### src/rtl/wishbone_master.sv
// rtl/wishbone_master.sv - Wishbone classic single-cycle bus initiator
// Converts CPU load/store requests into sized, lane-selected Wishbone cycles.
module wishbone_master #(
    parameter int unsigned TIMEOUT = 16
) (
    input  logic        CLK_I,
    input  logic        RST_I,
    input  logic        REQ_VALID_I,
    output logic        REQ_READY_O,
    input  logic        REQ_WE_I,
    input  logic [1:0]  REQ_SIZE_I,
    input  logic [31:0] REQ_ADR_I,
    input  logic [31:0] REQ_DAT_I,
    output logic        RSP_VALID_O,
    output logic [31:0] RSP_DAT_O,
    output logic        RSP_ERR_O,
    output logic        CYC_O,
    output logic        STB_O,
    output logic        WE_O,
    output logic [31:0] ADR_O,
    output logic [31:0] DAT_O,
    output logic [3:0]  SEL_O,
    input  logic [31:0] DAT_I,
    input  logic        ACK_I,
    input  logic        ERR_I
);

    localparam logic [15:0] TMAX = 16'(TIMEOUT - 1);

    typedef enum logic [1:0] {IDLE, BUS, RESP} state_t;

    state_t      state, state_nxt;
    logic        we_q;
    logic [1:0]  size_q;
    logic [1:0]  off_q;
    logic [29:0] wadr_q;
    logic [31:0] wdat_q;
    logic [3:0]  sel_q;
    logic [15:0] cnt_q;
    logic [31:0] rdat_q;
    logic        err_q;

    logic        req_legal;
    logic [3:0]  req_sel;
    logic [31:0] req_dat;
    logic [31:0] rd_shift;
    logic [31:0] rd_data;
    logic        in_bus;
    logic        in_resp;

    always_comb begin
        req_legal = 1'b0;
        req_sel   = 4'b1111;
        req_dat   = REQ_DAT_I;
        case (REQ_SIZE_I)
            2'b00: begin
                req_legal = 1'b1;
                req_sel   = 4'b0001 << REQ_ADR_I[1:0];
                req_dat   = {4{REQ_DAT_I[7:0]}};
            end
            2'b01: begin
                req_legal = ~REQ_ADR_I[0];
                req_sel   = 4'b0011 << REQ_ADR_I[1:0];
                req_dat   = {2{REQ_DAT_I[15:0]}};
            end
            2'b10: req_legal = (REQ_ADR_I[1:0] == 2'b00);
            default: req_legal = 1'b0;
        endcase
    end

    // Load data is right-aligned from the addressed lane and zero-extended to size.
    always_comb begin
        rd_shift = DAT_I >> {off_q, 3'b000};
        case (size_q)
            2'b00:   rd_data = {24'b0, rd_shift[7:0]};
            2'b01:   rd_data = {16'b0, rd_shift[15:0]};
            default: rd_data = rd_shift;
        endcase
    end

    always_ff @(posedge CLK_I or negedge RST_I) begin
        if (!RST_I) begin
            state <= IDLE;
        end else begin
            state <= state_nxt;
        end
    end

    always_comb begin
        state_nxt = state;
        case (state)
            IDLE: if (REQ_VALID_I) state_nxt = req_legal ? BUS : RESP;
            BUS:  if (ERR_I || ACK_I || cnt_q == TMAX) state_nxt = RESP;
            RESP: state_nxt = IDLE;
            default: state_nxt = IDLE;
        endcase
    end

    always_ff @(posedge CLK_I or negedge RST_I) begin
        if (!RST_I) begin
            we_q   <= 1'b0;
            size_q <= 2'b00;
            off_q  <= 2'b00;
            wadr_q <= 30'b0;
            wdat_q <= 32'b0;
            sel_q  <= 4'b0;
            cnt_q  <= 16'b0;
            rdat_q <= 32'b0;
            err_q  <= 1'b0;
        end else begin
            case (state)
                IDLE: if (REQ_VALID_I) begin
                    we_q   <= REQ_WE_I;
                    size_q <= REQ_SIZE_I;
                    off_q  <= REQ_ADR_I[1:0];
                    wadr_q <= REQ_ADR_I[31:2];
                    wdat_q <= req_dat;
                    sel_q  <= req_sel;
                    cnt_q  <= 16'b0;
                    rdat_q <= 32'b0;
                    err_q  <= ~req_legal;
                end
                BUS: begin
                    cnt_q <= cnt_q + 16'd1;
                    if (ERR_I) begin
                        err_q <= 1'b1;
                    end else if (ACK_I) begin
                        if (!we_q) rdat_q <= rd_data;
                    end else if (cnt_q == TMAX) begin
                        err_q <= 1'b1;
                    end
                end
                default: ;
            endcase
        end
    end

    // Bus and response outputs are gated by state so they read zero when inactive.
    assign in_bus      = (state == BUS);
    assign in_resp     = (state == RESP);
    assign REQ_READY_O = (state == IDLE) && RST_I;
    assign CYC_O       = in_bus;
    assign STB_O       = in_bus;
    assign WE_O        = in_bus & we_q;
    assign ADR_O       = in_bus ? {wadr_q, 2'b00} : 32'b0;
    assign DAT_O       = in_bus ? wdat_q : 32'b0;
    assign SEL_O       = in_bus ? sel_q : 4'b0;
    assign RSP_VALID_O = in_resp;
    assign RSP_DAT_O   = in_resp ? rdat_q : 32'b0;
    assign RSP_ERR_O   = in_resp & err_q;

endmodule
### config.mk
export PLATFORM = sky130hd
export DESIGN_NAME = wishbone_master
export DESIGN_NICKNAME = d
export VERILOG_FILES = /design/src/rtl/wishbone_master.sv
export SDC_FILE = /design/constraint.sdc
export NUM_CORES = 1
export LEC_CHECK = 0
export CORE_UTILIZATION = 47
export CTS_CLUSTER_SIZE = 40
export DETAILED_ROUTE_END_ITERATION = 8
export GPL_ROUTABILITY_DRIVEN = 0
export GPL_TIMING_DRIVEN = 0
export PLACE_DENSITY = 0.92
export SLEW_MARGIN = 20
export SYNTH_ARGS = -nofsm -noshare
export SYNTH_HDL_FRONTEND = slang
export SYNTH_SLANG_ARGS = --single-unit
### constraint.sdc
create_clock -name CLK_I -period 2.2 [get_ports CLK_I]
set_input_delay 0.55 -clock CLK_I [delete_from_list [all_inputs] [get_ports CLK_I]]
set_output_delay 0.55 -clock CLK_I [all_outputs]
set_load 0.02 [all_outputs]
==> reports/metrics.cfg <==
[run_status]
status=complete, but fails checks
violations=negative setup slack

[floorplanning]
ios=210
die_area_mm2=0.0140
start_util=0.480
rows=42
dieWidth_um=118
placeableCoreArea_mm2=0.0132
fp.dieH_um=118

[route]
vias=6398
post_drt_via_cell_ratio=5.53
drc=0
drtIter0Drc=594
antenna_violating_nets_post_route=0
drt_pass1_iterations=5
post_drt_wl_per_cell_um=18.3
routed_wl_mm=21.2

[yosys]
async_flop_share=1.00
synthesis.area_mm2=0.00636
ys.flop_type=dfrtp_1
synthDistinctLibCells=43
synth_cells=725
synth-edff-count=0
yosysSeqAreaShare=0.480
yosys_warnings=0
synth_seq_cells=122
postSynthAreaPerCell_um2=8.78

[placed_design]
dp.cells=1109
hpwlAfterDp_mm=13.9
place_ws_ns=-0.595
io_buffers=206

[sta]
fin_crit_sh=1.02
worst_pin_slew_ns=0.576
setup_viol=25
finClkSkew_ns=0.00818
fin_crit_ns=2.24
relSlewSlack=0.616
slew_viol_final=0
finalHoldViolCount=0
setup_slack_ns=-0.0433
rsz0062_at_grt=true
fmax_mhz=446
finalSetupTns_ns=-0.401

[run]
maxCapViolations=0

[layout]
final_nets=1073
stdcell_count=1157
syn_to_final_growth_pct=53.6
drive_above_1_share=0.273
final_common_cell=nand2_1
antenna_cells=0
most-common-layout-cells=195 x nand2_1, 121 x dfrtp_1, 101 x clkdlybuf4s50_1

[power_and_ir_drop]
power_density_mw_per_mm2=844
p_leak_nw=4.66
power.total_mw=8.24
ir_drop_v=0.000732

[clock_network]
clk_pin_slew_ns=0.06
clkLatencyLatePin_ns=0.42
clockBufferDepth=2
clock_tree.root_cell=clkbuf_16
cts_max_level=4
tritoncts=yes
cts_buffers=17
clock_sinks=122
cts-hold-fix-buffers=0

[global_routing]
grt.overflow.total=0
grt_pass1_wl_mm=33.6
grt_pass1_vias=6539
antenna_found_initial=0
track_usage=0.309
grt_max_degree=73

[worst_setup_path]
crit_fanout=5
worst_setup_path_start_kind=register
critPathKind=register to output pin
endpoint_kind=output pin
required_ns=1.65
arrival_ns=1.69

[worst_hold_path]
holdCritPathClass=input port to asynchronous set/reset pin

==> power breakdown <==
group          total (mW)  leakage (nW)  internal (mW)  switching, mW
Sequential           2.92          1.55           2.67          0.250
Combinational        2.33          2.81           1.07           1.26
Clock                3.00         0.299           1.93           1.07
==> metrics by stage <==
stage                     hold slack (ns)  utilization  area (um^2)
after detailed placement            0.454        0.655         8680
final                              0.0924        0.738         9770
after global routing                0.130        0.738         9770
after global placement              0.448        0.653         8650
after floorplan                     0.254            -         6370
after CTS                           0.105        0.727         9620
==> critical path: stages (launching register included) <==
cell       delay (ns)
dfrtp_1          0.37
buf_6            0.13
nand2b_4         0.12
clkinv_8         0.09
buf_8            0.15
clkbuf_16        0.15
and2_4           0.14
buf_6            0.12
==> synthesized netlist by cell type, drive strengths merged (5+ instances only) <==
| cell | instances | area (um^2) |
|---|---|---|
| a21oi | 32 | 160 |
| a22o | 8 | 70.1 |
| and2 | 101 | 632 |
| and4 | 5 | 46.3 |
| buf | 33 | 190 |
| clkbuf | 21 | 78.8 |
| dfrtp | 122 | 3050 |
| inv | 6 | 25.0 |
| mux2 | 8 | 90.1 |
| mux2i | 44 | 440 |
| nand2 | 195 | 732 |
| nand3 | 6 | 30.0 |
| nand4 | 5 | 31.3 |
| nor2 | 39 | 156 |
| o211ai | 9 | 67.6 |
| o21ai | 50 | 250 |
| o31ai | 10 | 75.1 |
==> registers in the layout, summed over array words and instances (netlist names) <==
signal  cells
err_q       1
off_q       2
wadr_q     30
state       2
cnt_q      16
we_q        1
size_q      2
rdat_q     32
wdat_q     32
sel_q       4
==> layer usage <==
layer | part of all wire | track usage | up-vias | routed length (um)
met4 | 0.034 | 0.139 | 0 | 721
met5 | 0 | 0 | - | 0
met3 | 0.094 | 0.108 | 73 | 1990
met1 | 0.38 | 0.359 | 3067 | 8070
li1 | - | - | 2899 | -
met2 | 0.49 | 0.511 | 359 | 10400
==> what timing repair did <==
action / CTS / global route
setup endpoints to repair: 104 / 94
buffers inserted: 9 / 2
endpoints found under the hold margin: 0 / 0
pin swaps: 0 / 26
cloned: 5 / 1
resized for setup: 609 / 72
==> kinds of logic (layout without fill, tap and decap cells) <==
kind of cell,count (synthesis),count (layout),synth area share
buffers and inverters,60,315,0.0462
and+or+nand+nor,369,369,0.277
muxes,52,52,0.0834
AOI/OAI and AO/OA,120,120,0.111
adders and majority gates,1,1,0.00197
DFF,122,122,0.480
other,1,2,0.000589
==> layout make-up <==
| type | count | area [um^2] |
|---|---|---|
| timing repair buffer | 223 | 2230 |
| timing repair inverter | 1 | 8.76 |
| fill | 870 | 3470 |
| buffer | 53 | 424 |
| inverter | 6 | 35.0 |
| tap | 176 | 220 |
| multi-input combinational | 544 | 3170 |
| clock buffer | 18 | 439 |
| sequential | 122 | 3050 |
| clock inverter | 14 | 195 |
==> final timing paths <==
kind / start / to / slack, ns / depth (start not counted)
min: RST_I / rdat_q[11] / 0.09 / 1
max reg2reg: state[0] / wadr_q[23] / 0.39 / 8
min in group CLK_I: wadr_q[20] / wadr_q[20] / 0.47 / 2
max in group asynchronous: RST_I / wdat_q[7] / 1.44 / 2
min reg2reg: wadr_q[20] / wadr_q[20] / 0.47 / 2
max: state[0] / DAT_O[23] / -0.04 / 7
Note: power is estimated with default switching activity, not from simulation.
==> RTL edit 1 (same flow settings) <==
Make the reset (`RST_I`) synchronous in 2 clocked blocks.
--- a/src/rtl/wishbone_master.sv
+++ b/src/rtl/wishbone_master.sv
@@ -78,7 +78,7 @@
         endcase
     end
 
-    always_ff @(posedge CLK_I or negedge RST_I) begin
+    always_ff @(posedge CLK_I) begin
         if (!RST_I) begin
             state <= IDLE;
         end else begin
@@ -96,7 +96,7 @@
         endcase
     end
 
-    always_ff @(posedge CLK_I or negedge RST_I) begin
+    always_ff @(posedge CLK_I) begin
         if (!RST_I) begin
             we_q   <= 1'b0;
             size_q <= 2'b00;
Behaviour: differs if RST_I is asserted again (counterexample within 4 cycles, from zero or initial values and one cycle with RST_I low); with RST_I held inactive, the same outputs for 10 cycles.
==> RTL edit 1 against the original RTL <==
  * Clock skew up 0.0091 ns
  * Synthesized area is 0.57% higher
  * Sequential cell count unchanged
  * Die area is 0.56% higher
  * Setup slack gained 0.083 ns
  * Largest cell class unchanged
  * Final area is 6.2% lower
  * Wire length rose by 0.28%
Power is not compared: it rests on default switching activity, and its combinational part moved more than twofold at a synthesized area within 25%.
==> RTL edit 1: results (changes against the original RTL) <==
status=completed; worst min-delay path category=flip-flop to flip-flop; largest net degree at the start of global routing=29 (-60%); final setup vio count=0 (-100%); Final Skew=0.0173 ns (+0.00909 ns); Mean Syn Cell Area=8.30 µm² (-5.4%); drt pass-1 iters=6 (+1); Slowest cell on crit path=dlygate4sd2_1; relative slew slack=55.5% (-6.1 points); Synth Cell Area=6400 µm² (+0.57%); routed vias/inst=5.57 (+0.80%); fin nets=1114 (+3.8%); GRT Total Usage=29.8% (-1.0 points); Worst Path Arrival=1.61 ns (-0.08 ns); initial antenna violation count=1 (+1); CP Max Fanout=8 (+3); Final HPWL DP=14500 µm (+4.1%); Post-synth top flop=dfxtp_1; library cells used by synthesis=55 (+28%); vias in the first global route=6441 (-1.5%); largest cells by area after synthesis=dfxtp_1 38%, and2_1 10%, nand2_1 8.6%; share of flip-flops with an asynchronous set or reset=0% (-100 points); DRT Wirelength=21200 µm (+0.28%); Synth top cells by count=147 x nand2_1, 122 x dfxtp_1, 103 x and2_1, 66 x a21boi_0, 36 x mux2i_1; layout cells sized above 1=20.8% (-6.5 points); largest stage delay on the critical path=0.34 ns (-0.03 ns); sequential area share after synthesis=38.2% (-9.8 points); global-route wire length before repair=33200 µm (-1.3%); Fillers=1063 (+22%); DRT iter0 DRCs=704 (+19%); via count=6678 (+4.4%); Area after DPL=8680 µm² (about the same)
-- RTL edit 1: layout make-up --
class	count	area [µm²]	area share, %
flip-flops and latches	122	2450	26.7
clock inverters	14	125	1.36
plain buffers	67	470	5.13
well taps	176	220	2.40
clock buffers	18	439	4.79
multi-input cells	573	3600	39.3
inverters	7	31.3	0.341
repair buffers	221	1830	20.0
-- RTL edit 1: path summary, 6_finish.rpt --
check / to / cells after the start / start / slack, ns
setup / recovery: RSP_DAT_O[1] / 5 / state[0] / 0.04
hold / removal: rdat_q[23] / 2 / rdat_q[23] / 0.44
setup reg to reg: rdat_q[27] / 5 / off_q[1] / 0.39
hold reg to reg: rdat_q[23] / 2 / rdat_q[23] / 0.44
-- RTL edit 1: timing repair --
action,CTS,global route
resized for setup,484,14
setup endpoints to repair,104,72
buffers inserted,10,2
gates cloned,2,1
-- RTL edit 1: power by group --
part           switching (mW)  internal [mW]  leakage (nW)  total (mW)
clock network            1.07           1.58         0.260        2.65
registers              0.0625           2.33         0.998        2.39
logic                   0.582          0.515          2.85        1.10
-- RTL edit 1: logic make-up (layout without fill, tap and decap cells) --
family,count (synthesis),in the layout,share of synthesized area [%]
AND/OR/NAND/NOR,352,352,28.9
AO/OA/AOI/OAI,182,182,21.1
flip-flops,122,122,38.2
buffers and inverters,77,327,5.89
multiplexers,36,36,5.63
adder cells (fa/ha/maj),1,1,0.196
other,1,2,0.0586
-- RTL edit 1: per-layer routing --
metal	GRT usage (%)	vias to the layer above	part of all wire, %
met2	51.2	363	49
met1	35.4	3116	40
met3	7.19	62	8.5
li1	-	3137	-
met5	0	-	0
met4	12.3	0	2.6
-- RTL edit 1: critical path: cells and delay by family (launching register included) --
kind / cells / cell delay, ns
buffers and inverters: 3 / 0.61
flip-flops: 1 / 0.33
AND/OR/NAND/NOR: 2 / 0.27
-- RTL edit 1: stage by stage --
step / util [%] / setup WS (ns)
after floorplan: - / 0.232
after CTS: 68.8 / -0.000980
after global placement: 65.6 / -1.16
after global routing: 69.2 / 0.00368
final: 69.2 / 0.0400
after detailed placement: 65.6 / -1.14
==> RTL edit 2 (config.mk and constraints unchanged) <==
Without the edit above. Set the parameter `TIMEOUT` to 12 (it was 16).
--- a/src/rtl/wishbone_master.sv
+++ b/src/rtl/wishbone_master.sv
@@ -1,7 +1,7 @@
 // rtl/wishbone_master.sv - Wishbone classic single-cycle bus initiator
 // Converts CPU load/store requests into sized, lane-selected Wishbone cycles.
 module wishbone_master #(
-    parameter int unsigned TIMEOUT = 16
+    parameter int unsigned TIMEOUT = 12
 ) (
     input  logic        CLK_I,
     input  logic        RST_I,
Formal check against the unedited RTL: no difference found for any inputs over 10 cycles, from zero or initial values and one cycle with RST_I low; that may be too few to reach the edited logic, so the function may still have changed.
==> RTL edit 2 against the original RTL <==
  * The flow still finishes with violations (setup timing)
  * Power increased by 3.5%
  * Final area grew 2.8%
  * Fmax fell by 4.3%
  * Sequential cell count is the same
  * Via count grew 3.5%
  * Combinational power grew 5%
  * Synthesized cell count up 0.28%
  * Wire length grew 12%
  * Sequential share of layout area shrank 0.85 points
  * Setup slack got worse by 0.10 ns
  * Critical path depth unchanged
  * Synthesized area rose by 0.31%
==> RTL edit 2: results (changes against the original RTL) <==
Final HPWL DP=14300 µm (+2.5%); compound-cell area share of the yosys netlist=11.3% (+0.14 points); status=finished, violations left; DRT Wirelength=23700 µm (+12%); initial antenna violation count=0 (unchanged); share of flip-flops with an asynchronous set or reset=100% (unchanged); sequential area share after synthesis=47.8% (-0.15 points); adder-cell share of the synthesized area=0.196% (-0.00062 points); biggest regs=rdat_q: 32 flops, wdat_q: 32 flops, wadr_q: 30 flops; Clk pin slew, worst setup/hold paths=0.06 ns (about the same); CTS Buf Count=17 (unchanged); Slew @ Worst Pin=0.546 ns (-0.0296 ns); layout cells sized above 1=30.2% (+2.9 points); Worst Slack Setup Final=-0.145 ns (-0.102 ns); mux cell area share after synthesis=8.16% (-0.18 points); H-tree levels=4 (unchanged); CP Max Fanout=8 (+3); Worst Path Arrival=1.80 ns (+0.11 ns); worst reg2reg setup slack=0.30 ns (-0.09 ns); Synth Warn #=0 (unchanged); R2R cell count=6 (-2); Final Skew=0.00795 ns (-0.000227 ns); global-route wire length before repair=36100 µm (+7.4%); Post-synth top flop=dfrtp_1; Synth top cells by count=197 x nand2_1, 122 x dfrtp_1, 103 x and2_1, 48 x o21ai_0, 43 x mux2i_1; final setup vio count=66 (+160%); Fillers=827 (-4.9%); xor/xnor cell area share of the yosys netlist=0% (unchanged); fin nets=1083 (+0.93%); largest cells by area after synthesis=dfrtp_1 48%, nand2_1 12%, and2_1 10%; drt pass-1 iters=6 (+1); vias in the first global route=6737 (+3.0%); clk buf depth=2 (unchanged); library cells used by synthesis=45 (+4.7%); Final Max Slew Viols=0 (unchanged); worst min-delay path category=input port to asynchronous set/reset pin; largest family of logic cells by synthesized area=simple AND/OR/NAND/NOR gates; leakage=4.77 nW (+2.4%); failing checks=setup timing; reg2reg end=rdat_q[26]; largest net degree at the start of global routing=70 (-4.1%); maximum vdd drop=0.000719 V (-1.7%); DRT iter0 DRCs=730 (+23%); GRT Total Usage=33.6% (+2.8 points); Placement Setup Slack=-0.631 ns (-0.0363 ns); R2R Path Start=off_q[1]; routed vias/inst=5.68 (+2.7%)
-- RTL edit 2: cell count changes in the layout (fill, tap and decap cells not counted), sizes merged, moves of 2 or more --
cell / unedited run / this run
nand2: 195 / 197
buf: 156 / 163
nor3: 2 / 4
nor2: 39 / 41
clkdlybuf4s15: 2 / 4
nand3: 6 / 3
o211ai: 9 / 11
a21oi: 32 / 30
and2: 101 / 103
clkinv: 6 / 4
-- RTL edit 2: worst max path at each step --
stage	cells after the start	slack (ns)	endpoint
finish	7	-0.15	DAT_O[31]
CTS	8	-0.15	DAT_O[1]
global route	7	-0.18	WE_O
detailed placement	7	-0.63	DAT_O[31]
global placement	3	-4.55	REQ_READY_O
floorplan	5	0.25	DAT_O[26]
-- RTL edit 2: layout make-up --
| cell class | instances | share of cell area, % |
|---|---|---|
| tap | 176 | 2.19 |
| clock inverter | 14 | 2.19 |
| multi-input combinational | 546 | 32.2 |
| inverter | 6 | 0.349 |
| buffer | 50 | 3.82 |
| timing repair buffer | 235 | 24.6 |
| sequential | 122 | 30.4 |
| clock buffer | 18 | 4.27 |
-- RTL edit 2: logic make-up after synthesis --
family                   Yosys count
flip-flops                       122
AO/OA/AOI/OAI                    120
buffers and inverters             60
multiplexers                      51
adder cells (fa/ha/maj)            1
AND/OR/NAND/NOR                  372
other                              1
-- RTL edit 2: critical path, cell delays in order, from the launching register on --
cell and delay [ns]:
dfrtp_2 0.44, buf_6 0.13, nand2b_4 0.10, clkinv_8 0.09, clkbuf_16 0.18, clkbuf_16 0.15
and2_4 0.15, buf_6 0.12
-- RTL edit 2: repair_timing --
action                                  CTS  global route
buffers inserted                         15             4
endpoints found under the setup margin  104           100
pin swaps                                 3            41
resized for setup                       597           130
gates cloned                             10             1
-- RTL edit 2: power breakdown --
group | switching, mW | internal (mW) | total, mW
registers | 0.285 | 2.67 | 2.95
clock network | 1.12 | 2.02 | 3.14
logic | 1.30 | 1.14 | 2.44
total | 2.71 | 5.82 | 8.53
-- RTL edit 2: metrics by stage --
| step | hold slack (ns) | TNS [ns] | cell area [µm²] | std cells |
|---|---|---|---|---|
| after floorplan | 0.254 | 0 | 6390 | 728 |
| after global placement | 0.449 | -568.42 | 8670 | 1110 |
| after detailed placement | 0.454 | -45.86 | 8700 | 1111 |
| after CTS | 0.0220 | -7.02 | 9720 | 1167 |
| after global routing | 0.0306 | -8.38 | 10000 | 1167 |
| final | 0.00739 | -6.04 | 10000 | 1167 |
-- RTL edit 2: routing by layer --
| metal | vias to the layer above | global-route usage, % | share of wire [%] |
|---|---|---|---|
| li1 | 2913 | - | - |
| met1 | 3192 | 39.3 | 37 |
| met3 | 96 | 9.51 | 8.9 |
| met2 | 424 | 55.6 | 49 |
| met4 | 0 | 18.9 | 4.6 |
| met5 | - | 0 | 0 |
